File: config.mk
export PLATFORM = sky130hd
export DESIGN_NAME = median_frame_ctrl_flat
export DESIGN_NICKNAME = d
export VERILOG_FILES = /design/src/rtl/median_frame_ctrl_if.sv /design/src/rtl/median_frame_ctrl.sv /design/src/flat_wrapper.sv
export SDC_FILE = /design/constraint.sdc
export NUM_CORES = 1
export LEC_CHECK = 0
export BUFFER_PORTS_ARGS = -buffer_cell sky130_fd_sc_hd__buf_2
export CORE_UTILIZATION = 30
export DETAILED_ROUTE_END_ITERATION = 8
export PLACE_DENSITY = 0.45
export SLEW_MARGIN = 20
export SYNTH_ARGS = -nofsm -noshare
export SYNTH_HDL_FRONTEND = slang
export SYNTH_SLANG_ARGS = --single-unit
File: constraint.sdc
create_clock -name clk -period 9.8 [get_ports clk]
set_input_delay 1.96 -clock clk [delete_from_list [all_inputs] [get_ports clk]]
set_output_delay 1.96 -clock clk [all_outputs]
set_load 0.005 [all_outputs]
File: src/rtl/median_frame_ctrl_if.sv
// median_frame_ctrl_if: handshake and memory bus between the frame sequencer and its environment.
// Ports (seen from the controller through the master modport):
//   in : frameStart, pixelValid, pixelData, filterXAddr, filterYAddr, filterDone,
//        xValid, yValid, histogramCleared
//   out: busy, frameDone, timeoutError, overrun, memXAddress, memYAddress, memWrite,
//        memDataIn, filterStart, readHistogram, clearHistogram
interface median_frame_ctrl_if #(parameter int ADDR_W = 8);
  logic frameStart, pixelValid, pixelData;
  logic busy, frameDone, timeoutError, overrun;
  logic [ADDR_W-1:0] memXAddress, memYAddress;
  logic memWrite, memDataIn;
  logic [ADDR_W-1:0] filterXAddr, filterYAddr;
  logic filterStart, filterDone;
  logic readHistogram, clearHistogram;
  logic xValid, yValid, histogramCleared;
  modport master(
    input frameStart, pixelValid, pixelData, filterXAddr, filterYAddr, filterDone,
          xValid, yValid, histogramCleared,
    output busy, frameDone, timeoutError, overrun, memXAddress, memYAddress, memWrite,
           memDataIn, filterStart, readHistogram, clearHistogram
  );
  modport slave(
    output frameStart, pixelValid, pixelData, filterXAddr, filterYAddr, filterDone,
           xValid, yValid, histogramCleared,
    input busy, frameDone, timeoutError, overrun, memXAddress, memYAddress, memWrite,
          memDataIn, filterStart, readHistogram, clearHistogram
  );
endinterface

File: src/rtl/median_frame_ctrl.sv
// median_frame_ctrl: per-frame sequencer for pixel load, median filter, histogram readout and clear.
// Ports: clk, reset (async, active-high), bus (median_frame_ctrl_if.master).
module median_frame_ctrl #(
  parameter int X_SIZE  = 240,
  parameter int Y_SIZE  = 180,
  parameter int ADDR_W  = 8,
  parameter int TIMEOUT = 5000000
) (
  input logic clk,
  input logic reset,
  median_frame_ctrl_if.master bus
);
  localparam int TW = $clog2(TIMEOUT + 1);
  localparam int XW = $clog2(X_SIZE + 1);
  localparam int YW = $clog2(Y_SIZE + 1);
  typedef enum logic [2:0] {IDLE, LOAD, FILTER, READOUT, CLEAR, DONE} state_t;
  state_t state, state_nx;
  logic [ADDR_W-1:0] x_cnt, y_cnt;
  logic [XW-1:0] xr_cnt, xr_nx;
  logic [YW-1:0] yr_cnt, yr_nx;
  logic [TW-1:0] wait_cnt;
  logic timeout_err, ovr, pix, last_pix, expired, start;
  assign start = bus.frameStart;
  always_comb begin
    pix = state == LOAD && bus.pixelValid;
    last_pix = pix && x_cnt == ADDR_W'(X_SIZE - 1) && y_cnt == ADDR_W'(Y_SIZE - 1);
    // the count reaches TIMEOUT on the edge that ends this cycle
    expired = wait_cnt >= TW'(TIMEOUT - 1);
    xr_nx = xr_cnt + XW'(bus.xValid && xr_cnt != XW'(X_SIZE));
    yr_nx = yr_cnt + YW'(bus.yValid && yr_cnt != YW'(Y_SIZE));
    state_nx = state;
    case (state)
      IDLE:    state_nx = start ? LOAD : IDLE;
      LOAD:    state_nx = last_pix ? FILTER : LOAD;
      FILTER:  state_nx = bus.filterDone ? READOUT : expired ? CLEAR : FILTER;
      READOUT: state_nx = (xr_nx == XW'(X_SIZE) && yr_nx == YW'(Y_SIZE)) ? CLEAR : READOUT;
      CLEAR:   state_nx = (bus.histogramCleared || expired) ? DONE : CLEAR;
      default: state_nx = IDLE;
    endcase
  end
  always_ff @(posedge clk or posedge reset)
    if (reset) begin
      state <= IDLE;
      x_cnt <= '0;
      y_cnt <= '0;
      xr_cnt <= '0;
      yr_cnt <= '0;
      wait_cnt <= '0;
      timeout_err <= 1'b0;
      ovr <= 1'b0;
    end else begin
      state <= state_nx;
      wait_cnt <= (state_nx == state && (state == FILTER || state == CLEAR)) ? wait_cnt + 1'b1 : '0;
      xr_cnt <= state == READOUT ? xr_nx : '0;
      yr_cnt <= state == READOUT ? yr_nx : '0;
      if (state == IDLE) begin
        x_cnt <= '0;
        y_cnt <= '0;
      end else if (pix) begin
        y_cnt <= y_cnt == ADDR_W'(Y_SIZE - 1) ? '0 : y_cnt + 1'b1;
        x_cnt <= y_cnt == ADDR_W'(Y_SIZE - 1) ? x_cnt + 1'b1 : x_cnt;
      end
      if (state == IDLE && start) timeout_err <= 1'b0;
      else if (expired && ((state == FILTER && !bus.filterDone) ||
                           (state == CLEAR && !bus.histogramCleared))) timeout_err <= 1'b1;
      if (start) ovr <= state != IDLE;
      else ovr <= ovr;
    end
  assign bus.busy = state != IDLE;
  assign bus.frameDone = state == DONE;
  assign bus.timeoutError = timeout_err;
  assign bus.overrun = ovr;
  assign bus.memWrite = pix;
  assign bus.memDataIn = state == LOAD && bus.pixelData;
  assign bus.memXAddress = state == LOAD ? x_cnt : state == FILTER ? bus.filterXAddr : '0;
  assign bus.memYAddress = state == LOAD ? y_cnt : state == FILTER ? bus.filterYAddr : '0;
  assign bus.filterStart = state == FILTER;
  assign bus.readHistogram = state == READOUT;
  // wait_cnt is zero only in the first cycle after entering CLEAR
  assign bus.clearHistogram = state == CLEAR && wait_cnt == '0;
endmodule

File: src/flat_wrapper.sv
// flat-port wrapper written by rule: the top's interface ports become plain ports
module median_frame_ctrl_flat 
#(
  parameter int X_SIZE  = 240,
  parameter int Y_SIZE  = 180,
  parameter int ADDR_W  = 8,
  parameter int TIMEOUT = 5000000
)
  (clk, reset, bus_frameStart, bus_pixelValid, bus_pixelData, bus_filterXAddr, bus_filterYAddr, bus_filterDone, bus_xValid, bus_yValid, bus_histogramCleared, bus_busy, bus_frameDone, bus_timeoutError, bus_overrun, bus_memXAddress, bus_memYAddress, bus_memWrite, bus_memDataIn, bus_filterStart, bus_readHistogram, bus_clearHistogram);
  median_frame_ctrl_if #(.ADDR_W(ADDR_W)) bus_i ();
  input logic clk;
  input logic reset;
  input wire logic [$bits(bus_i.frameStart)-1:0] bus_frameStart;
  input wire logic [$bits(bus_i.pixelValid)-1:0] bus_pixelValid;
  input wire logic [$bits(bus_i.pixelData)-1:0] bus_pixelData;
  input wire logic [$bits(bus_i.filterXAddr)-1:0] bus_filterXAddr;
  input wire logic [$bits(bus_i.filterYAddr)-1:0] bus_filterYAddr;
  input wire logic [$bits(bus_i.filterDone)-1:0] bus_filterDone;
  input wire logic [$bits(bus_i.xValid)-1:0] bus_xValid;
  input wire logic [$bits(bus_i.yValid)-1:0] bus_yValid;
  input wire logic [$bits(bus_i.histogramCleared)-1:0] bus_histogramCleared;
  output wire logic [$bits(bus_i.busy)-1:0] bus_busy;
  output wire logic [$bits(bus_i.frameDone)-1:0] bus_frameDone;
  output wire logic [$bits(bus_i.timeoutError)-1:0] bus_timeoutError;
  output wire logic [$bits(bus_i.overrun)-1:0] bus_overrun;
  output wire logic [$bits(bus_i.memXAddress)-1:0] bus_memXAddress;
  output wire logic [$bits(bus_i.memYAddress)-1:0] bus_memYAddress;
  output wire logic [$bits(bus_i.memWrite)-1:0] bus_memWrite;
  output wire logic [$bits(bus_i.memDataIn)-1:0] bus_memDataIn;
  output wire logic [$bits(bus_i.filterStart)-1:0] bus_filterStart;
  output wire logic [$bits(bus_i.readHistogram)-1:0] bus_readHistogram;
  output wire logic [$bits(bus_i.clearHistogram)-1:0] bus_clearHistogram;
  assign bus_i.frameStart = bus_frameStart;
  assign bus_i.pixelValid = bus_pixelValid;
  assign bus_i.pixelData = bus_pixelData;
  assign bus_i.filterXAddr = bus_filterXAddr;
  assign bus_i.filterYAddr = bus_filterYAddr;
  assign bus_i.filterDone = bus_filterDone;
  assign bus_i.xValid = bus_xValid;
  assign bus_i.yValid = bus_yValid;
  assign bus_i.histogramCleared = bus_histogramCleared;
  assign bus_busy = bus_i.busy;
  assign bus_frameDone = bus_i.frameDone;
  assign bus_timeoutError = bus_i.timeoutError;
  assign bus_overrun = bus_i.overrun;
  assign bus_memXAddress = bus_i.memXAddress;
  assign bus_memYAddress = bus_i.memYAddress;
  assign bus_memWrite = bus_i.memWrite;
  assign bus_memDataIn = bus_i.memDataIn;
  assign bus_filterStart = bus_i.filterStart;
  assign bus_readHistogram = bus_i.readHistogram;
  assign bus_clearHistogram = bus_i.clearHistogram;
  median_frame_ctrl #(.X_SIZE(X_SIZE), .Y_SIZE(Y_SIZE), .ADDR_W(ADDR_W), .TIMEOUT(TIMEOUT)) u_core (.clk(clk), .reset(reset), .bus(bus_i));
endmodule
==> impl_metrics.yaml, run 1 <==
run_status:
  status: "finished, final reports clean"
clock_network:
  clk_latency_ns: 0.34
  clock_path_buffers: 2
  ctsResizeCount: 0
  cts_root_buf: "clkbuf_16"
  htree_levels: 3
  cts_hold_buf: 0
  tritoncts: "done"
  post_cts_buffers: 0
  cts_sinks: 60
  numCtsBuffers: 9
  clk_pin_slew_ns: 0.05
floorplanning:
  top_level_ports: 50
  die-area_um2: 12000
  die_w_um: 110
  initial_utilization_pct: 31.4
  core_area_um2: 11100
  die_h_um: 110
  rows: 38
power:
  p_per_area_nw_per_um2: 176
  p_leak_nw: 1.79
  ir_worst_vdd_uv: 95.0
critical_path:
  rr_worst_depth: 9
  regToRegStartpoint: "u_core.yr_cnt[1]$_DFF_PP0_"
  worstReg2RegEnd: "u_core.state[1]$_DFF_PP0_"
  worstPathArrival_ns: 2.81
  start_kind: "primary input"
  endpoint_kind: "output port"
  critPathMaxFanout: 7
  path_class: "in2out"
  crit_end: "bus_memWrite"
  r2r_slack_ns: 6.34
  required_ns: 7.84
  crit_path_start: "bus_pixelValid"
global_route:
  grt.total_usage_pct: 15.4
  grt_pass1_wl_mm: 13.9
  grt_antenna_before_repair: 0
  overflow: 0
  grt_pass1_vias: 2728
  grt_max_degree: 61
route:
  drc: 0
  first_pass_iters: 4
  vias_per_cell: 4.99
  routedWlPerCell_um: 14.7
  wl_mm: 8.19
  ant_nets: 0
  num_vias: 2783
  initialDrtViolationCount: 125
synthesis:
  synth-edff-count: 0
  synth-xor-area-share_pct: 11.1
  synth_warnings: 0
  synth_top_family_by_area: "simple AND/OR/NAND/NOR gates"
  mappedNetlistNets: 395
  synth-seq-cells: 60
  synth-simple-area-share_pct: 26.9
  synth.area.mux_share_pct: 0.288
  synthArstFlopShare_pct: 100
  synth-compound-area-share_pct: 12.2
  synth_seq_area_share_pct: 43.1
  synthCells: 362
  synth_fa_ha_area_share_pct: 2.88
  synthFlopType: "dfrtp_1"
  syn_area_um2: 3480
  yosys.cell_types.count: 57
  synth_area_per_cell_um2: 9.61
layout:
  area_growth_pct: 20.2
  num_antenna_cells: 0
  drive_gt1_share_pct: 18.9
  final_nets: 446
  layoutNonFillerInstCount: 558
sta:
  drv_slew: 0
  tns_ns: 0
  max_freq_mhz: 210
  rsz0062_at_grt: "no"
  setup_viol_count_final: 0
  clock_skew_ns: 0.00657
  min_period_ns: 4.77
  timing.slew.headroom_pct: 47.5
  worstMarginPinSlew_ns: 0.787
  report.final.hold_viol_count: 0
  period_share_pct: 48.7
  whs_ns: 0.528
placement:
  io_buffers: 49
  gp_congestion: 0.770
  dp_hpwl_mm: 5.71
  placed_cells: 542
min_path:
  hold_class: "reg2reg"
run:
  drv_cap: 0
-- final cells by class --
class	count	area [um^2]
Inverter	17	63.8
Clock inverter	4	72.6
Clock buffer	12	246
Timing Repair Buffer	51	260
Sequential cell	60	1500
Fill cell	1129	6890
Multi-Input combinational cell	274	1860
Tap cell	140	175
-- through the flow --
step / area (um^2) / setup WS, ns / util, % / power [W]
3_5_place_dp: 3860 / 5.02 / 34.8 / 0.000396
5_1_grt: 4180 / 4.91 / 37.8 / 0.000772
4_1_cts: 4180 / 5.01 / 37.7 / 0.000746
2_1_floorplan: 3480 / 5.52 / - / 0.000353
6_report: 4180 / 5.03 / 37.8 / 0.000737
3_3_place_gp: 3860 / 5.03 / 34.8 / 0.000395
-- placed cells by master, fill, tap and decap left out, drive strengths merged, types with 12 or more instances in the layout --
| master | n |
|---|---|
| a22o | 17 |
| buf | 51 |
| clkbuf | 12 |
| dfrtp | 60 |
| inv | 17 |
| nand2 | 18 |
| nand3 | 21 |
| nor2 | 60 |
| nor3 | 13 |
| xnor2 | 26 |
| xor2 | 18 |
-- state kept, by name (all words and copies together), names as in the netlist --
name,count
u_core.bus.overrun,1
u_core.y_cnt,8
u_core.state,3
u_core.bus.timeoutError,1
u_core.x_cnt,8
u_core.xr_cnt,8
u_core.wait_cnt,23
u_core.yr_cnt,8
-- cell usage after synthesis (3+ instances only) --
master / count / share of area (%)
a21oi_1: 9 / 1.3
nand4_1: 8 / 1.4
a22o_1: 17 / 4.3
nor4_1: 9 / 1.6
nor3b_1: 3 / 0.65
nor2_1: 60 / 6.5
xor2_1: 18 / 4.5
or3_1: 3 / 0.54
dfrtp_1: 60 / 43
a21boi_0: 3 / 0.65
clkbuf_1: 7 / 0.76
inv_1: 17 / 1.8
xnor2_1: 26 / 6.5
and3_1: 8 / 1.4
and4_1: 4 / 1.0
nand3_1: 21 / 3.0
ha_1: 8 / 2.9
and2_1: 5 / 0.90
nor3_1: 11 / 1.6
o21ai_0: 3 / 0.43
nand2_1: 18 / 1.9
-- routing by layer --
metal	wire [um]	GRT usage, %	part of all wire (%)	vias to the layer above
met3	241	4.51	2.9	14
li1	-	-	-	1393
met2	3830	23.4	47	34
met4	155	6.86	1.9	0
met1	3970	20.2	48	1342
met5	0	0	0	-
-- cell families (layout without fill, tap and decap cells) --
family | count (synthesis) | in the layout
AOI/OAI and AO/OA | 50 | 50
xor gates and xnor gates | 44 | 44
adders and majority gates | 8 | 8
muxes | 1 | 1
and+or+nand+nor | 171 | 171
DFF | 60 | 60
buffers and inverters | 28 | 84
-- worst min path at each step --
| stage | slack [ns] | startpoint | endpoint | cells past startpoint |
|---|---|---|---|---|
| after floorplan | 0.47 | u_core.y_cnt[7]$_DFFE_PP0P_ | u_core.y_cnt[7]$_DFFE_PP0P_ | 1 |
| after global placement | 0.51 | u_core.bus.overrun$_DFFE_PP0P_ | u_core.bus.overrun$_DFFE_PP0P_ | 2 |
| after detailed placement | 0.52 | u_core.bus.overrun$_DFFE_PP0P_ | u_core.bus.overrun$_DFFE_PP0P_ | 2 |
| after CTS | 0.53 | u_core.bus.overrun$_DFFE_PP0P_ | u_core.bus.overrun$_DFFE_PP0P_ | 2 |
| after global routing | 0.56 | u_core.bus.overrun$_DFFE_PP0P_ | u_core.bus.overrun$_DFFE_PP0P_ | 2 |
| final | 0.53 | u_core.bus.overrun$_DFFE_PP0P_ | u_core.bus.overrun$_DFFE_PP0P_ | 2 |
-- worst max-delay path, cell delays in order --
cell	delay, ns
buf_2	0.10
nand4bb_1	0.38
inv_1	0.23
buf_2	0.14
-- power by group --
part	switching, W	internal, W	total, W
sequential	0.0000201	0.000260	0.000280
combinational	0.0000674	0.0000448	0.000112
clock	0.000116	0.000229	0.000345
total	0.000203	0.000533	0.000737
Power figures use the tool's default switching activity.
==> run 2: changes to the inputs <==
--- a/config.mk
+++ b/config.mk
@@ -8,7 +8,7 @@
 export BUFFER_PORTS_ARGS = -buffer_cell sky130_fd_sc_hd__buf_2
 export CORE_UTILIZATION = 30
 export DETAILED_ROUTE_END_ITERATION = 8
-export PLACE_DENSITY = 0.45
+export PLACE_DENSITY = 0.47
 export SLEW_MARGIN = 20
 export SYNTH_ARGS = -nofsm -noshare
 export SYNTH_HDL_FRONTEND = slang
==> constraint.sdc (replaced) <==
create_clock -name clk -period 3.97 [get_ports clk]
set_input_delay 0.794 -clock clk [delete_from_list [all_inputs] [get_ports clk]]
set_output_delay 0.794 -clock clk [all_outputs]
set_load 0.005 [all_outputs]
==> impl_metrics.yaml, run 2 (synthesized netlist as in run 1, its figures left out) <==
run_status:
  status: "finished, final reports clean"
floorplanning:
  core_area_um2: 11100
  die_h_um: 110
  rows: 38
  initial_utilization_pct: 31.4
  die_w_um: 110
  die-area_um2: 12000
  top_level_ports: 50
critical_path:
  r2r_slack_ns: 0.50
  critPathMostFrequentCell: "ha_1"
  crit_cells: 9
  critical_path.top_delay_family: "simple AND/OR/NAND/NOR gates"
  worst-path-buf-inv: 0
  critPathMaxFanout: 4
  max_stage_delay_ns: 0.67
  required_ns: 4.17
  crit_slowest_cell: "or4b_2"
  crit_chain: "or4b_2, o41a_1, ha_1, ha_1, or4b_1, nor4_1, o2111ai_1, o31ai_1, o311ai_1"
  start_kind: "register"
  worstReg2RegEnd: "u_core.state[1]$_DFF_PP0_"
  path_class: "reg2reg"
  endpoint_kind: "register"
  worstPathArrival_ns: 3.67
  rr_worst_depth: 9
  regToRegStartpoint: "u_core.yr_cnt[1]$_DFF_PP0_"
layout:
  num_antenna_cells: 0
  largest_reg_flops: 23
  drive_gt1_share_pct: 19.5
  final_cell_mix: "nor2_1 (60), dfrtp_1 (60), buf_2 (49)"
  multi_input_area_um2: 1860
  layoutNonFillerInstCount: 560
  area_growth_pct: 20.0
  nFillCells: 1136
  regArea_um2: 1500
  stdcell_area_um2: 4180
  top_register: "u_core.wait_cnt"
  final_nets: 448
global_route:
  grt.total_usage_pct: 15.2
  grt_antenna_before_repair: 0
  grt_pass1_wl_mm: 13.7
  grt_max_degree: 49
  overflow: 0
  grt_pass1_vias: 2752
clock_network:
  htree_levels: 3
  ctsResizeCount: 0
  cts_sinks: 60
  post_cts_buffers: 0
  numCtsBuffers: 9
  clk_latency_ns: 0.34
  tritoncts: "done"
  cts_hold_buf: 0
  cts_root_buf: "clkbuf_16"
  clock_path_buffers: 2
  clk_pin_slew_ns: 0.05
min_path:
  holdPathStages: 1
  hp-start: "u_core.y_cnt[7]$_DFFE_PP0P_"
  hold_class: "reg2reg"
  min_to: "u_core.y_cnt[7]$_DFFE_PP0P_"
sta:
  worstMarginPinSlew_ns: 0.863
  rsz0062_at_grt: "no"
  tns_ns: 0
  clock_skew_ns: 0.00755
  drv_slew: 0
  max_freq_mhz: 288
  whs_ns: 0.516
  report.final.hold_viol_count: 0
  period_share_pct: 87.5
  min_period_ns: 3.47
  setup_viol_count_final: 0
  timing.slew.headroom_pct: 42.5
placement:
  io_buffers: 49
  placed_area_um2: 3870
  placed_cells: 544
  gp_congestion: 0.800
  dp_hpwl_mm: 5.87
route:
  num_vias: 2818
  dr_wl_met2_mm: 4.08
  drc: 0
  first_pass_iters: 4
  dr_wl_met3_um: 202
  wl_mm: 8.20
  ant_nets: 0
  initialDrtViolationCount: 181
  wl_met1_mm: 3.78
  topRoutingLayerUsed: "met4"
  vias_per_cell: 5.03
  routedWlPerCell_um: 14.6
run:
  drv_cap: 0
power:
  p_leak_nw: 1.80
  p_per_area_nw_per_um2: 421
  ir_worst_vdd_uv: 270
run 2: worst register-to-register path, cell delays in order, from the launching register on:
cell	delay [ns]
dfrtp_1	0.40
or4b_2	0.67
o41a_1	0.33
ha_1	0.22
ha_1	0.28
or4b_1	0.46
nor4_1	0.29
o2111ai_1	0.18
o31ai_1	0.34
o311ai_1	0.15
run 2: final cells by class:
| class | instances | share of cell area [%] |
|---|---|---|
| timing repair buffer | 53 | 6.59 |
| clock inverter | 5 | 1.20 |
| tap | 140 | 4.20 |
| clock buffer | 11 | 6.05 |
| multi-input combinational | 274 | 44.4 |
| inverter | 17 | 1.56 |
| sequential | 60 | 36.0 |
run 2: metrics by stage:
step / setup slack [ns] / total power (W) / util, %
after floorplan: 0.758 / 0.000872 / -
after global placement: 0.602 / 0.000982 / 34.9
after detailed placement: 0.489 / 0.000983 / 34.9
after CTS: 0.475 / 0.00179 / 37.7
after global routing: 0.194 / 0.00186 / 37.7
final: 0.498 / 0.00176 / 37.7
run 2: worst max-delay path by stage:
stage                                          start                   endpoint  slack [ns]
after CTS                 u_core.yr_cnt[1]$_DFF_PP0_  u_core.state[1]$_DFF_PP0_        0.48
after global routing      u_core.yr_cnt[1]$_DFF_PP0_  u_core.state[0]$_DFF_PP0_        0.19
after detailed placement  u_core.yr_cnt[1]$_DFF_PP0_  u_core.state[1]$_DFF_PP0_        0.49
after global placement    u_core.yr_cnt[1]$_DFF_PP0_  u_core.state[1]$_DFF_PP0_        0.60
after floorplan           u_core.yr_cnt[1]$_DFF_PP0_  u_core.state[1]$_DFF_PP0_        0.76
final                     u_core.yr_cnt[1]$_DFF_PP0_  u_core.state[1]$_DFF_PP0_        0.50
run 2: metal layers:
metal	GRT usage, %	vias to the layer above
met5	0	-
met4	6.57	0
met3	3.91	9
met2	25.4	36
met1	18.6	1375
li1	-	1398
run 2: where the power goes:
| group | leakage [nW] | internal [W] | switching [W] |
|---|---|---|---|
| clock network | 0.155 | 0.000515 | 0.000277 |
| registers | 0.825 | 0.000641 | 0.0000462 |
| logic | 0.818 | 0.000114 | 0.000167 |
| total | 1.80 | 0.00127 | 0.000490 |
